### config.mk
export PLATFORM = sky130hd
export DESIGN_NAME = rtc_timekeeper
export DESIGN_NICKNAME = d
export VERILOG_FILES = /design/src/rtl/rtc_pkg.sv /design/src/rtl/rtc_mod_counter.sv /design/src/rtl/rtc_timekeeper.sv
export SDC_FILE = /design/constraint.sdc
export NUM_CORES = 1
export LEC_CHECK = 0
export ABC_AREA = 0
export BUFFER_PORTS_ARGS = -buffer_cell sky130_fd_sc_hd__buf_2
export CORE_AREA = 2 2 105 56
export DETAILED_ROUTE_END_ITERATION = 6
export DIE_AREA = 0 0 107 58
export PLACE_DENSITY = 0.68
export SLEW_MARGIN = 20
export SYNTH_ARGS = -nofsm -noshare
export SYNTH_HDL_FRONTEND = slang
export SYNTH_SLANG_ARGS = --single-unit
export TNS_END_PERCENT = 10
### constraint.sdc
create_clock -name clk -period 3.05 [get_ports clk]
set_input_delay 0.61 -clock clk [delete_from_list [all_inputs] [get_ports clk]]
set_output_delay 0.61 -clock clk [all_outputs]
set_load 0.02 [all_outputs]
### src/rtl/rtc_pkg.sv
// Shared widths, limits and types for the rtc_timekeeper slice.
package rtc_pkg;
  localparam int unsigned SEC_W   = 6;
  localparam int unsigned MIN_W   = 6;
  localparam int unsigned HR_W    = 5;
  localparam int unsigned SEC_MAX = 59;
  localparam int unsigned MIN_MAX = 59;

  typedef enum logic {IDLE, LOAD} rtc_state_t;

  typedef struct packed {
    logic [HR_W-1:0]  hr;
    logic [MIN_W-1:0] min;
    logic [SEC_W-1:0] sec;
  } rtc_time_t;
endpackage

### src/rtl/rtc_mod_counter.sv
// Modulo-MOD counter with enable, synchronous load (load wins) and carry-out.
module rtc_mod_counter #(
  parameter int unsigned MOD = 60,
  parameter int unsigned W   = 6
) (
  input  logic         clk,
  input  logic         rst,
  input  logic         en_i,
  input  logic         ld_i,
  input  logic [W-1:0] ld_val_i,
  output logic [W-1:0] q_o,
  output logic [W-1:0] nxt_o,
  output logic         carry_o
);
  logic [W-1:0] cnt_q, cnt_d;
  logic         at_max;

  assign at_max = (cnt_q == W'(MOD - 1));

  always_comb begin
    cnt_d = cnt_q;
    if (ld_i)
      cnt_d = ld_val_i;
    else if (en_i)
      cnt_d = at_max ? '0 : cnt_q + 1'b1;
  end

  always_ff @(posedge clk) begin
    if (rst) cnt_q <= '0;
    else     cnt_q <= cnt_d;
  end

  assign q_o     = cnt_q;
  assign nxt_o   = cnt_d;
  assign carry_o = en_i && !ld_i && at_max;
endmodule

### src/rtl/rtc_timekeeper.sv
// Hours/minutes/seconds timekeeper with prescaler, run gate and validated time load.
// Optional alarm comparator enabled by defining RTC_TIMEKEEPER_ALARM_EN.
module rtc_timekeeper
  import rtc_pkg::*;
#(
  parameter int unsigned CLK_DIV       = 1,
  parameter int unsigned HOURS_PER_DAY = 24
) (
  input  logic             clk,
  input  logic             rst,
  input  logic             run,
  input  logic             set_valid,
  output logic             set_ready,
  input  logic [HR_W-1:0]  set_hr,
  input  logic [MIN_W-1:0] set_min,
  input  logic [SEC_W-1:0] set_sec,
  output logic             set_err,
  output logic [HR_W-1:0]  hr,
  output logic [MIN_W-1:0] min,
  output logic [SEC_W-1:0] sec,
  output logic             sec_pulse,
  output logic             min_pulse,
  output logic             day_pulse,
  input  logic             alarm_en,
  input  logic [HR_W-1:0]  alarm_hr,
  input  logic [MIN_W-1:0] alarm_min,
  output logic             alarm_fire
);
  localparam int unsigned PW = (CLK_DIV > 1) ? $clog2(CLK_DIV) : 1;

  rtc_state_t       state_q, state_d;
  logic [PW-1:0]    pre_q, pre_d;
  rtc_time_t        shadow_q, shadow_d;
  logic             accept, load_ok, commit, tick;
  logic             sec_co, min_co, hr_co;
  logic             sec_pulse_q, min_pulse_q, day_pulse_q, set_err_q;
  logic [SEC_W-1:0] sec_nxt;
  logic [MIN_W-1:0] min_nxt;
  logic [HR_W-1:0]  hr_nxt;

  always_ff @(posedge clk) begin
    if (rst) state_q <= IDLE;
    else     state_q <= state_d;
  end

  always_comb begin
    state_d = state_q;
    case (state_q)
      IDLE:    if (accept) state_d = LOAD;
      LOAD:    state_d = IDLE;
      default: state_d = IDLE;
    endcase
  end

  always_comb begin
    set_ready = (state_q == IDLE);
  end

  assign accept  = set_valid && set_ready;
  assign load_ok = (shadow_q.sec <= SEC_W'(SEC_MAX)) && (shadow_q.min <= MIN_W'(MIN_MAX)) &&
                   ({1'b0, shadow_q.hr} < (HR_W+1)'(HOURS_PER_DAY));
  assign commit  = (state_q == LOAD) && load_ok;
  // Ticks only exist in IDLE, so the LOAD cycle drops any due tick and the prescaler holds.
  assign tick    = run && (state_q == IDLE) && (pre_q == PW'(CLK_DIV - 1));

  always_comb begin
    pre_d = pre_q;
    if (commit)
      pre_d = '0;
    else if (run && state_q == IDLE)
      pre_d = tick ? '0 : pre_q + 1'b1;
  end

  always_comb begin
    shadow_d = shadow_q;
    if (accept) shadow_d = '{hr: set_hr, min: set_min, sec: set_sec};
  end

  always_ff @(posedge clk) begin
    if (rst) begin
      pre_q       <= '0;
      shadow_q    <= '0;
      sec_pulse_q <= 1'b0;
      min_pulse_q <= 1'b0;
      day_pulse_q <= 1'b0;
      set_err_q   <= 1'b0;
    end else begin
      pre_q       <= pre_d;
      shadow_q    <= shadow_d;
      sec_pulse_q <= tick;
      min_pulse_q <= sec_co;
      day_pulse_q <= hr_co;
      set_err_q   <= (state_q == LOAD) && !load_ok;
    end
  end

  rtc_mod_counter #(.MOD(SEC_MAX + 1), .W(SEC_W)) u_sec (
    .clk(clk), .rst(rst), .en_i(tick), .ld_i(commit), .ld_val_i(shadow_q.sec),
    .q_o(sec), .nxt_o(sec_nxt), .carry_o(sec_co)
  );

  rtc_mod_counter #(.MOD(MIN_MAX + 1), .W(MIN_W)) u_min (
    .clk(clk), .rst(rst), .en_i(sec_co), .ld_i(commit), .ld_val_i(shadow_q.min),
    .q_o(min), .nxt_o(min_nxt), .carry_o(min_co)
  );

  rtc_mod_counter #(.MOD(HOURS_PER_DAY), .W(HR_W)) u_hr (
    .clk(clk), .rst(rst), .en_i(min_co), .ld_i(commit), .ld_val_i(shadow_q.hr),
    .q_o(hr), .nxt_o(hr_nxt), .carry_o(hr_co)
  );

  assign sec_pulse = sec_pulse_q;
  assign min_pulse = min_pulse_q;
  assign day_pulse = day_pulse_q;
  assign set_err   = set_err_q;

`ifdef RTC_TIMEKEEPER_ALARM_EN
  logic alarm_q;
  logic unused_nxt;

  // sec_co marks a tick-driven minute rollover; commits never raise it.
  always_ff @(posedge clk) begin
    if (rst) alarm_q <= 1'b0;
    else     alarm_q <= sec_co && alarm_en && (hr_nxt == alarm_hr) && (min_nxt == alarm_min);
  end

  assign alarm_fire = alarm_q;
  assign unused_nxt = ^sec_nxt;
`else
  logic unused_alarm;

  assign alarm_fire   = 1'b0;
  assign unused_alarm = ^{alarm_en, alarm_hr, alarm_min, hr_nxt, min_nxt, sec_nxt};
`endif
endmodule

Word level (Yosys, flattened, before mapping)
Cells that the tools add are included.
{"block": "word_totals", "reg_bits": 40, "inputBits": 33, "out_inout_bits": 23, "wordCells": 55}
{"block": "op_classes", "add_sub_neg": 4, "magnitude_cmp": 3, "eq_ne": 3, "muxes": 12, "bitwise_logic": 2, "reduce_logical": 19}
{"op": "6-bit two-way mux", "count": 6}
{"op": "5-bit two-way mux", "count": 3}
{"op": "1-bit logical AND", "count": 13}
{"op": "6-bit by 1-bit adder with 6-bit output (second input constant)", "count": 2}
{"op": "6-bit equality test (second input constant)", "count": 2}
{"op": "6-bit less-or-equal comparator (second input constant)", "count": 2}
{"op": "2-bit nonzero test", "count": 3}
{"op": "5-bit by 1-bit adder with 5-bit output (second input constant)", "count": 1}
{"op": "5-bit equality test (second input constant)", "count": 1}
{"op": "5-bit < comparator (second input constant)", "count": 1}
{"op": "1-bit zero test", "count": 2}
{"op": "1-bit two-way mux", "count": 2}
{"op": "1-bit NOT", "count": 2}
{"op": "1-bit one-hot mux with 2 select lines", "count": 1}
{"op": "2-bit OR reduction", "count": 1}
{"op": "1-bit adder (second input constant)", "count": 1}

Depth between registers and ports, before layout
Gate-level depths: netlist of the first run.
{"block": "logic_depth", "depth_word": 11, "mapped_depth": 7, "mapped_depth_nobuf": 5}

Hierarchy
A second synthesis of the first run with hierarchy kept.
{"block": "hier_totals", "cells_unflattened": 221, "area_unflattened_um2": 2084.5}
{"mod": "rtc_timekeeper", "instances": 1, "cells_each": 99, "area_each_um2": 890.9, "seq_area_each_um2": 460.4}
{"mod": "rtc_mod_counter at u_min ...", "instances": 2, "cells_each": 41, "area_each_um2": 424.2, "seq_area_each_um2": 120.1}
{"mod": "rtc_mod_counter at u_hr", "instances": 1, "cells_each": 40, "area_each_um2": 345.3, "seq_area_each_um2": 100.1}

Least setup slack after synthesis of the first run
OpenSTA, ideal clock, no wires.
{"block": "synth_timing", "path_kind": "in2reg", "start": "input run", "end": "register u_hr.cnt_q[2] (netlist: u_hr.q_o[2])", "setup_time_ns": 0.091, "arrival_ns": 2.212, "t_required_ns": 2.959, "path_slack_ns": 0.748, "cell_stages": 6, "path_buffers": 2, "path_cell_list": "or3b_1 buf_2 or3_1 buf_2 or4_1 a311oi_1"}
{"block": "synth_between", "elab_chain_cells": 7}
{"element": "start, declared", "line_no": "rtc_timekeeper.sv:11", "text": "input logic run,"}
{"element": "1-bit logical AND (2 in series)", "line_no": "rtc_timekeeper.sv:64", "text": "assign tick = run && (state_q == IDLE) && (pre_q == PW'(CLK_DIV - 1));"}
{"element": "1-bit logical AND (4 in series)", "line_no": "rtc_mod_counter.sv:35", "text": "assign carry_o = en_i && !ld_i && at_max;"}
{"element": "2-bit nonzero test (no line)"}
{"element": "end signal, assigned", "line_no": "rtc_mod_counter.sv:30", "text": "else cnt_q <= cnt_d;"}
{"element": "end, declared", "line_no": "rtc_mod_counter.sv:15", "text": "logic [W-1:0] cnt_q, cnt_d;"}
Every way passes these cells.
A chain may end at the register's enable or synchronous reset.

Worst setup path in the final report of the first run
Ends and elaborated chain as after synthesis.

==> results of run 1 <==
power groups by stage:
stage	logic (mW)	clock network [mW]	registers, mW
after global routing	0.127	0.483	0.575
after global placement	0.110	0	0.582
after floorplan	0.0655	0	0.586
final	0.112	0.449	0.571
after CTS	0.113	0.460	0.571
after detailed placement	0.112	0	0.583
per-layer routing:
metal	wire length, um	global-route usage (%)	share of wire (%)
met2	1710	18.6	36
met4	51	5.01	1.1
met3	440	4.39	9.3
met5	0	0	0
met1	2550	26.7	54
worst max path at each step:
stage | from | cells past startpoint | to | slack (ns)
floorplan | run | 6 | u_hr.q_o[2] | 0.75
global placement | run | 5 | u_hr.q_o[2] | 0.69
detailed placement | run | 5 | u_hr.q_o[2] | 0.64
CTS | run | 5 | u_hr.q_o[2] | 0.95
global route | u_sec.q_o[0] | 5 | u_hr.q_o[2] | 0.84
finish | run | 5 | u_hr.q_o[2] | 0.94
cell type report:
cell class                      count  area share (%)
Tap cell                           73            4.22
Sequential cell                    40            37.0
Clock inverter                      3            2.20
Timing Repair Buffer               45            10.7
Multi-Input combinational cell    163            42.0
Inverter                            4           0.693
Clock buffer                        5            3.18
kinds of logic (layout without fill, tap and decap cells):
family	Yosys count	after routing	share of synthesized area, %
AND/OR/NAND/NOR	96	96	25.0
AO/OA/AOI/OAI	57	57	20.3
flip-flops	40	40	44.7
buffers and inverters	20	57	4.54
XOR/XNOR	4	4	1.96
adder cells (fa/ha/maj)	3	3	2.10
multiplexers	2	2	1.26
other	1	1	0.209
layout by cell type, fill, tap and decap left out:
cell / count
a2111oi_0: 2
a211oi_1: 2
a21o_1: 1
a21oi_1: 26
a22oi_1: 3
a311oi_1: 3
a31oi_1: 5
a32oi_1: 5
and4_1: 1
buf_2: 42
buf_4: 3
bufinv_16: 1
clkbuf_8: 5
clkinv_4: 2
conb_1: 1
dfxtp_1: 40
ha_1: 3
inv_1: 4
mux2_2: 2
nand2_1: 50
nand2b_1: 1
nand3_1: 15
nand4_1: 4
nand4b_1: 2
nor2_1: 8
nor2b_1: 3
nor3_1: 4
nor3_2: 1
nor3b_1: 1
nor4_1: 1
o211ai_1: 2
o21a_1: 3
o21ai_0: 3
o31ai_1: 1
o32ai_1: 1
or3_1: 3
or3b_1: 1
or4_1: 1
xnor2_1: 3
xor2_1: 1
metrics by stage:
stage	hold slack, ns	instances	setup WS [ns]	util (%)	cell area (sq um)
after detailed placement	0.441	325	0.641	38.7	2050
after global routing	0.492	333	0.844	40.9	2170
after global placement	0.435	325	0.688	38.7	2050
final	0.461	333	0.944	40.9	2170
after CTS	0.456	333	0.950	40.9	2170
after floorplan	0.424	223	0.748	-	1790
flip-flops by register name, summed over array words and instances, names as in the netlist:
name / flops
set_err: 1
pre_q: 1
state_q: 1
sec_pulse: 1
u_sec.q_o: 6
shadow_q: 17
day_pulse: 1
min_pulse: 1
u_hr.q_o: 5
u_min.q_o: 6
worst max-delay path, stage by stage:
cell      delay (ns)
buf_2           0.10
or3b_1          0.48
or3_1           0.38
or4_1           0.49
a311oi_1        0.26
==> metrics.sh, run 1 <==
WORST_HOLD_PATH.ENDPOINT='pre_q'
SYNTH_AREA_SQ_UM=1790
TIMING_WORST_SLEW_PIN_VALUE_NS=0.819
FINCLKSKEW_NS=0.00529
ROUTEDWLPERCELL_UM=14.3
IO_BUFFERS=42
YS_FF_LATCH=40
MAX-VDD-IR-DROP_V=0.000197
HOLDCRITPATHCLASS='flop to flop'
SYNTH_TOP_CELL_BY_AREA='dfxtp_1'
DP_HPWL_UM=3380
CTS.SINK_COUNT=40
WORST_EP_ARRIVAL_TIME_NS=2.32
SYNTH_AREA_PER_CELL_SQ_UM=8.03
FLOW.AREA_GROWTH_FROM_SYNTHESIS_PCT=20.9
CLK_PIN_SLEW_NS=0.08
GRT.TOTAL_USAGE_PCT=16.0
CP.REQUIRED_NS=3.26
TOTALNEGATIVESETUPSLACK_NS=0
POWER_REPORT.INTERNAL_TOTAL_uW=834
FILLERS=539
DR_TOTAL_VIAS=1709
CTS-BUFFERS-INSERTED=5
MAXCLOCKFREQUENCY_GHz=0.475
SYNTH.TOP_CELLS.BY_AREA='dfxtp_1 (45%), nand2_1 (10%), a21oi_1 (7.3%)'
POWER_FRAC_CLOCK_PCT=39.6
R2R_END='u_hr.q_o[2]'
CORE_AREA_SQ_UM=5300
DR.FIRST_ITER.DRC_COUNT=89
AREA_TAKEN_BY_MULTI_INPUT_LOGIC_GATES_SQ_UM=910
YS_SEQ_AREA_SHARE_PCT=44.7
DIE_Y_UM=58
POST-SYNTH-TOP-AREA-FRACTION_PCT=44.7
MAPPEDNETLISTNETS=259
LAYOUT-DRIVE-GT1-SHARE_PCT=21.5
CTS.REPAIR.RESIZED=0
ANTENNA_FOUND_INITIAL=0
SYNTH_COMMON_CELLS='nand2_1 (50), dfxtp_1 (40), a21oi_1 (26), nand3_1 (15), clkbuf_1 (12)'
DISTINCT_CELL_TYPE_COUNT_OF_THE_SYNTHESIZED_NETLIST=39
SEQ_POWER_SHARE_PCT=50.4
GRT_SETUP_UNREPAIRED='no'
CTS_TREE='built'
NETSWITCHINGFRACTION_PCT=26.3
PWR-SHARE-COMB_PCT=9.9
FF2FF_SETUP_SLACK_NS=0.96
POSTCTSSETUPBUFFERS=0
DETAIL_ROUTE.DRC_VIOLATIONS=0
PERIOD_SHARE_PCT=69.1
FIRST_PASS_ITERS=4
STATUS='complete, no violations'
REPORT.FINAL.HOLD_VIOL_COUNT=0
CELLPOWERDENSITY_nW_PER_UM2=523
GRT_START_MAX_NET_PINS=41
INITIAL_CORE_UTILIZATION_PCT=33.8
GRT_PASS1_WL_UM=7580
NET_SWITCHING_uW=298
WORSTSETUPSTARTPOINTTYPE='input port'
FLOORPLAN.DIE.WIDTH_UM=107
HOLD-PATH-CELL-COUNT=2
TYPE_OF_DESTINATION_OF_THE_CRITICAL_PATH='flop'
CLK_LATENCY_NS=0.30
WL_UM=4750
ROWS=19
REGISTER_AREA_SQ_UM=801
SETUP_VIOL=0
HTREEDEPTH=2
WORST_R2R_STARTPOINT='state_q'
YS_WARN_COUNT=0
ANTENNA_CELLS=0
NUMBER_OF_I_O_PINS=56
CTS-ROOT-BUF='clkbuf_8'
POWER_AFTER_LAYOUT_mW=1.13
SLEW_HEADROOM_PCT=45.2
DOMINANTREGCELLSYNTH='dfxtp_1'
CTS_MAX_PATH_BUFFERS=2
GRT_REMAINING_OVERFLOW=0
STATIC-LEAKAGE-POWER_nW=0.837
FF2FF_PATH_DEPTH=4
CRITICALPATHCATEGORY='input port to flop'
SYNTH.MOST_COMMON_CELL='nand2_1'
HOLDCRITSTARTPOINT='pre_q'
DIE_AREA_SQ_UM=6210
FINALMAXSLEWVIOLATIONS=0
NUMBER_OF_NETS_WITH_ANTENNA_VIOLATIONS_AFTER_ROUTING=0
DESIGN.FINAL.NETS=295
CRITICAL_PATH_FANOUTS_MAX=8
CTS.HOLD.BUFFERS_ADDED=0
FIRST_GLOBAL_VIAS=1503
SYNTHCELLS=223
GPL.FINAL_WEIGHTED_CONGESTION=0.828
DRT-VIAS-PER-INSTANCE=5.13
SYNTH_EDF_COUNT=0
PERIOD_NEEDED_NS=2.11
TIMING.MAX_CAP.VIOLATIONS=0
SYNTH-ASYNC-RESET-RATIO_PCT=0
Note: power is estimated with default switching activity, not from simulation.
==> run 2: changes to the inputs <==
Settings changed: PLACE_DENSITY 0.68 to 0.7.
Clock period 3.05 ns to 1.8 ns, I/O delays scaled along.
==> metrics.sh, run 2 (synthesis gave the netlist of run 1 again) <==
NUMBER_OF_I_O_PINS=56
SLOWEST_STAGE='or4_4'
FLOORPLAN.DIE.WIDTH_UM=107
SETUP_VIOL=2
LEADING_CELL_TYPE_IN_THE_LAYOUT_FILL_AND_TAPS_EXCLUDED='nand2_1'
CTS-ROOT-BUF='clkbuf_8'
NETSWITCHINGFRACTION_PCT=26.7
DR_TOTAL_VIAS=1855
USE_MET3_PCT=5.85
CP.REQUIRED_NS=2.01
POSTCTSSETUPBUFFERS=0
MAXCLOCKFREQUENCY_GHz=0.539
CELLPOWERDENSITY_nW_PER_UM2=823
CTS-BUFFERS-INSERTED=5
WORST_HOLD_PATH.ENDPOINT='pre_q'
PWR-SHARE-COMB_PCT=12.0
DP_HPWL_UM=3890
DRT-VIAS-PER-INSTANCE=5.21
DIE_Y_UM=58
INITIAL_CORE_UTILIZATION_PCT=33.8
TIMING.MAX_CAP.VIOLATIONS=0
GRT.TOTAL_USAGE_PCT=17.6
IO_BUFFERS=42
GRT_SETUP_UNREPAIRED='yes'
PERIOD_SHARE_PCT=103
R2R_END='u_hr.q_o[2]'
USE_MET1_PCT=29.6
GROUTE.LAYER.MET2.USAGE_PCT=20.4
HTREEDEPTH=2
FF2FF_SETUP_SLACK_NS=-0.05
POWER_REPORT.INTERNAL_TOTAL_mW=1.44
SEQ_POWER_SHARE_PCT=48.9
FIRST_PASS_ITERS=4
CRITICAL_PATH_FANOUTS_MAX=2
ANTENNA_CELLS=0
CORE_AREA_SQ_UM=5300
FINALMAXSLEWVIOLATIONS=0
WORSTPATHBUFFERINVERTERCOUNT=0
FIRST_GLOBAL_VIAS=1556
VIOLATED_CHECKS='negative setup slack'
CLK_PIN_SLEW_NS=0.08
GRT_REMAINING_OVERFLOW=0
ROWS=19
FLOW.AREA_GROWTH_FROM_SYNTHESIS_PCT=33.1
MOST-COMMON-LAYOUT-CELLS='nand2_1 (50), buf_2 (42), dfxtp_1 (36)'
DIE_AREA_SQ_UM=6210
CTS_TREE='built'
POWER_FRAC_CLOCK_PCT=39.1
NUMBER_OF_NETS_WITH_ANTENNA_VIOLATIONS_AFTER_ROUTING=0
CRIT_PATH_MAX_INCR_DELAY_NS=0.42
HOLD-PATH-CELL-COUNT=2
STATIC-LEAKAGE-POWER_nW=0.962
CTS.SINK_COUNT=40
GRT_START_MAX_NET_PINS=23
ROUTEDWLPERCELL_UM=14.7
LAYER_WITH_THE_HIGHEST_USAGE='met1'
FF2FF_PATH_DEPTH=4
NET_SWITCHING_uW=524
ANTENNA_FOUND_INITIAL=0
CTS_MAX_PATH_BUFFERS=2
CRITICALPATHCATEGORY='flop to flop'
PERIOD_NEEDED_NS=1.85
CTS.HOLD.BUFFERS_ADDED=0
DESIGN.FINAL.NETS=318
REPORT.FINAL.HOLD_VIOL_COUNT=0
MAX-VDD-IR-DROP_V=0.000361
FINCLKSKEW_NS=0.00687
HOLDCRITPATHCLASS='input port to flop'
CP_NUM_CELLS=4
WORST_R2R_STARTPOINT='pre_q'
WORST_EP_ARRIVAL_TIME_NS=2.07
FINALHOLDWORSTSLACK_NS=0.284
CLK_LATENCY_NS=0.30
FILLERS=539
LARGEST_REG_FLOPS=17
TYPE_OF_DESTINATION_OF_THE_CRITICAL_PATH='flop'
GPL.FINAL_WEIGHTED_CONGESTION=0.880
CRITICAL_PATH.CELL_CHAIN='or3b_4, or3_4, or4_4, a311oi_2'
WORSTSETUPSTARTPOINTTYPE='flop'
LARGEST_REGISTER_BY_FLOP_COUNT='shadow_q'
PLACED_CELL_AREA_SQ_UM=2220
TIMING_WORST_SLEW_PIN_VALUE_NS=0.630
DETAIL_ROUTE.DRC_VIOLATIONS=0
WORST_PATH_DOMINANT_CELL_FAMILY='simple AND/OR/NAND/NOR gates'
GRT_PASS1_WL_UM=8310
LAYOUT-DRIVE-GT1-SHARE_PCT=32.5
DR.FIRST_ITER.DRC_COUNT=129
STATUS='finished with violations'
LAYOUT_SETUP_WS_NS=-0.0539
HOLDCRITSTARTPOINT='run'
SLEW_HEADROOM_PCT=57.8
WL_UM=5230
FINAL_AREA_SQ_UM=2380
## run 2: changes by cell type in the layout (fill, tap and decap cells not counted), sizes merged
cell	before	now
buf	45	68
## run 2: area by class of cell
| cell class | count | area [sq um] | share of cell area (%) |
|---|---|---|---|
| Inverter | 4 | 15.0 | 0.630 |
| Tap cell | 73 | 91.3 | 3.83 |
| Clock inverter | 3 | 47.5 | 1.99 |
| Multi-Input combinational cell | 163 | 947 | 39.7 |
| Clock buffer | 5 | 68.8 | 2.89 |
| Timing Repair Buffer | 68 | 409 | 17.2 |
| Sequential cell | 40 | 806 | 33.8 |
## run 2: per-layer routing
| layer | vias up | part of all wire, % |
|---|---|---|
| li1 | 918 | - |
| met1 | 852 | 51 |
| met2 | 80 | 37 |
| met3 | 5 | 11 |
| met4 | 0 | 0.50 |
| met5 | - | 0 |
## run 2: how the worst max path moves through the flow
stage / start / end / slack (ns)
after CTS: state_q / u_hr.q_o[2] / -0.009
after global placement: run / u_hr.q_o[2] / -0.12
final: pre_q / u_hr.q_o[2] / -0.05
after detailed placement: run / u_hr.q_o[2] / -0.17
after floorplan: run / u_hr.q_o[2] / -0.25
after global routing: pre_q / u_hr.q_o[2] / -0.09
## run 2: power groups by stage
stage               logic (mW)  registers, mW  clock network, mW
floorplan                0.112          0.993                  0
detailed placement       0.229          0.977                  0
CTS                      0.230          0.957              0.778
global route             0.260          0.964              0.825
finish                   0.236          0.959              0.767
global placement         0.224          0.976                  0
## run 2: stage by stage
stage	worst slack, ns	TNS [ns]	total power, mW	utilization, %	std cells
3_3_place_gp	-0.123	-0.230	1.20	42.0	348
4_1_cts	-0.00867	-0.00867	1.97	44.4	356
6_report	-0.0539	-0.0806	1.96	45.0	356
5_1_grt	-0.0911	-0.229	2.05	45.0	356
2_1_floorplan	-0.248	-0.327	1.11	-	223
3_5_place_dp	-0.175	-0.379	1.21	42.0	348
## run 2: what timing repair did
action	4_1_cts	5_1_grt
gates resized for setup	5	6
setup endpoints to repair	2	4
pin swaps	4	3
gates cloned	0	0
==> run 3: changes to the inputs <==
Settings changed: ABC_AREA 0 to 1, BUFFER_PORTS_ARGS -buffer_cell sky130_fd_sc_hd__buf_2 to -buffer_cell sky130_fd_sc_hd__buf_4, CORE_AREA 2 2 105 56 to 2 2 112 60, DIE_AREA 0 0 107 58 to 0 0 114 62, PLACE_DENSITY 0.7 to 0.69.
==> metrics.sh, run 3 <==
TIMING.MAX_CAP.VIOLATIONS=0
SYNTH-ASYNC-RESET-RATIO_PCT=0
ANTENNA_FOUND_INITIAL=0
SYNTH_AREA_SQ_UM=2060
POWER_AFTER_LAYOUT_mW=2.12
FINALNONFILLERCELLS=411
CLK_PIN_SLEW_NS=0.06
YS_FF_LATCH=40
CRITICALPATHCATEGORY='flop to flop'
LEADING_CELL_TYPE_IN_THE_LAYOUT_FILL_AND_TAPS_EXCLUDED='nor2_1'
TOPROUTINGLAYERUSED='met4'
TIMING_WORST_SLEW_PIN_VALUE_NS=0.516
INITIAL_CORE_UTILIZATION_PCT=33.0
CRITICAL_PATH_FANOUTS_MAX=6
SYNTHCELLS=289
POWER_REPORT.INTERNAL_TOTAL_mW=1.56
ROWS=21
MAXCLOCKFREQUENCY_GHz=0.632
TOTALNEGATIVESETUPSLACK_NS=0
CRIT_START='u_min.q_o[0]'
POWER_FRAC_CLOCK_PCT=39.9
NETSWITCHINGFRACTION_PCT=26.4
R2R_END='u_hr.q_o[2]'
FF2FF_SETUP_SLACK_NS=0.22
IO_BUFFERS=42
SEQ_POWER_SHARE_PCT=46.7
CTS.HOLD.BUFFERS_ADDED=0
SYNTH.TOP_CELLS.BY_AREA='dfxtp_1 (39%), nor2_1 (12%), nand2_1 (8.4%)'
MET1_ROUTED_WIRELENGTH_AFTER_DETAILED_ROUTING_UM=2740
SYNTH_AREA_PER_CELL_SQ_UM=7.14
GRT_PASS1_WL_UM=7750
WORSTSETUPSTARTPOINTTYPE='flop'
FLOW.AREA_GROWTH_FROM_SYNTHESIS_PCT=25.3
CP.REQUIRED_NS=1.97
SYNTH_COMMON_CELLS='nor2_1 (67), nand2_1 (46), dfxtp_1 (40), inv_1 (26)'
DISTINCT_CELL_TYPE_COUNT_OF_THE_SYNTHESIZED_NETLIST=31
CTS.REPAIR.RESIZED=0
WORST_R2R_STARTPOINT='u_min.q_o[0]'
YS_WARN_COUNT=0
CTS-ROOT-BUF='clkbuf_16'
FIRST_PASS_ITERS=4
FLOORPLAN.DIE.WIDTH_UM=114
FINALMAXSLEWVIOLATIONS=0
MOST-COMMON-LAYOUT-CELLS='nor2_1 (67), buf_4 (47), nand2_1 (46)'
ANTENNA_CELLS=0
DETAIL_ROUTE.DRC_VIOLATIONS=0
SYNTH_EDF_COUNT=0
HTREEDEPTH=2
PERIOD_SHARE_PCT=87.9
DIE_AREA_SQ_UM=7070
REPORT.FINAL.HOLD_VIOL_COUNT=0
POSTCTSSETUPBUFFERS=0
DRT-VIAS-PER-INSTANCE=4.73
ROUTEDWLPERCELL_UM=12.3
SLEW_HEADROOM_PCT=65.5
CTS.SINK_COUNT=40
LARGEST_REG_FLOPS=17
POST-SYNTH-TOP-AREA-FRACTION_PCT=38.8
CTS_MAX_PATH_BUFFERS=2
LAYOUT-DRIVE-GT1-SHARE_PCT=23.0
YS_SEQ_AREA_SHARE_PCT=38.8
SETUP_VIOL=0
POST-PLACE-CELLS=404
FIRST_GLOBAL_VIAS=1648
CORE_AREA_SQ_UM=6250
NUMBER_OF_I_O_PINS=56
DR_WL_MET3_UM=391
CTS_TREE='built'
WORST_EP_ARRIVAL_TIME_NS=1.76
SYNTH_TOP_CELL_BY_AREA='dfxtp_1'
NUMBER_OF_NETS_WITH_ANTENNA_VIOLATIONS_AFTER_ROUTING=0
DOMINANTREGCELLSYNTH='dfxtp_1'
PWR-SHARE-COMB_PCT=13.4
TYPE_OF_DESTINATION_OF_THE_CRITICAL_PATH='flop'
DESIGN.FINAL.NETS=367
WORST_SETUP_PATH_END='u_hr.q_o[2]'
STATUS='complete, no violations'
FF2FF_PATH_DEPTH=8
GPL.FINAL_WEIGHTED_CONGESTION=0.848
WL_UM=5040
DP_HPWL_UM=3840
HOLDCRITSTARTPOINT='set_hr[4]'
MAX-VDD-IR-DROP_V=0.000369
DETAILED_ROUTE_WIRELENGTH_ON_METAL2_UM=1840
SHARE_OF_THE_CORE_FILLED_WITH_CELLS_PCT=41.4
DR_TOTAL_VIAS=1945
GRT_SETUP_UNREPAIRED='no'
DR.FIRST_ITER.DRC_COUNT=140
NET_SWITCHING_uW=559
DIE_Y_UM=62
CLK_LATENCY_NS=0.28
CTS-BUFFERS-INSERTED=5
GRT_REMAINING_OVERFLOW=0
GRT.TOTAL_USAGE_PCT=14.5
MAPPEDNETLISTNETS=325
STATIC-LEAKAGE-POWER_nW=1.22
LARGEST_REGISTER_BY_FLOP_COUNT='shadow_q'
GRT_START_MAX_NET_PINS=23
CELLPOWERDENSITY_nW_PER_UM2=819
PERIOD_NEEDED_NS=1.58
FINCLKSKEW_NS=0.00310
SYNTH.MOST_COMMON_CELL='nor2_1'
HOLDCRITPATHCLASS='input port to flop'
## run 3: cell count changes after synthesis, sizes merged, moves of 4 or more
cell | before | now
nand3 | 15 | 25
a21oi | 26 | 4
clkbuf | 12 | 5
a32oi | 5 | 0
nand4 | 4 | 17
o21ai | 3 | 23
nor3 | 5 | 1
xor2 | 1 | 5
a31oi | 5 | 0
inv | 4 | 30
nor2 | 8 | 73
## run 3: cell families after synthesis
family | after synthesis | synth area share, %
other | 1 | 0.182
buffers and inverters | 43 | 9.45
adders and majority gates | 3 | 1.82
and+or+nand+nor | 168 | 40.3
xor gates and xnor gates | 6 | 2.55
DFF | 40 | 38.8
AOI/OAI and AO/OA | 28 | 6.91
## run 3: stage by stage
stage          setup slack [ns]  area, sq um  hold slack [ns]
6_report                  0.217         2590            0.330
5_1_grt                   0.109         2590            0.334
4_1_cts                   0.220         2590            0.328
3_5_place_dp              0.249         2450            0.464
3_3_place_gp              0.285         2450            0.451
2_1_floorplan             0.294         2060            0.429
## run 3: worst max-delay path, cell delays in order, from the launching register on
cell and delay (ns):
dfxtp_1 0.40, ha_1 0.27, nand3_2 0.12, nor2_4 0.19
nand3_2 0.11, nand2_2 0.16, inv_2 0.05, nor2_1 0.11
nor2_1 0.05
## run 3: cell type report
| class | instances | area [sq um] |
|---|---|---|
| clock inverter | 2 | 12.5 |
| sequential | 40 | 801 |
| tap | 80 | 100 |
| timing repair buffer | 47 | 353 |
| inverter | 31 | 126 |
| multi-input combinational | 206 | 1070 |
| clock buffer | 5 | 125 |
| fill | 678 | 3670 |
## run 3: power by group through the flow
stage | Combinational [mW] | Sequential (mW) | Clock [mW]
finish | 0.284 | 0.988 | 0.845
global route | 0.320 | 0.994 | 0.883
CTS | 0.286 | 0.987 | 0.853
detailed placement | 0.284 | 1.01 | 0
global placement | 0.279 | 1.00 | 0
floorplan | 0.167 | 1.01 | 0
## run 3: worst min-delay path by stage
stage,depth (start not counted),endpoint,slack [ns]
after global routing,3,shadow_q[4],0.33
after global placement,2,pre_q,0.45
final,3,shadow_q[16],0.33
after detailed placement,2,pre_q,0.46
after floorplan,1,u_sec.q_o[1],0.43
after CTS,3,shadow_q[16],0.33
## run 3: routing by layer
| metal | track usage, % | vias up |
|---|---|---|
| met4 | 6.10 | 0 |
| met1 | 21.9 | 851 |
| met5 | 0 | - |
| met2 | 18.5 | 73 |
| met3 | 4.75 | 9 |
| li1 | - | 1012 |
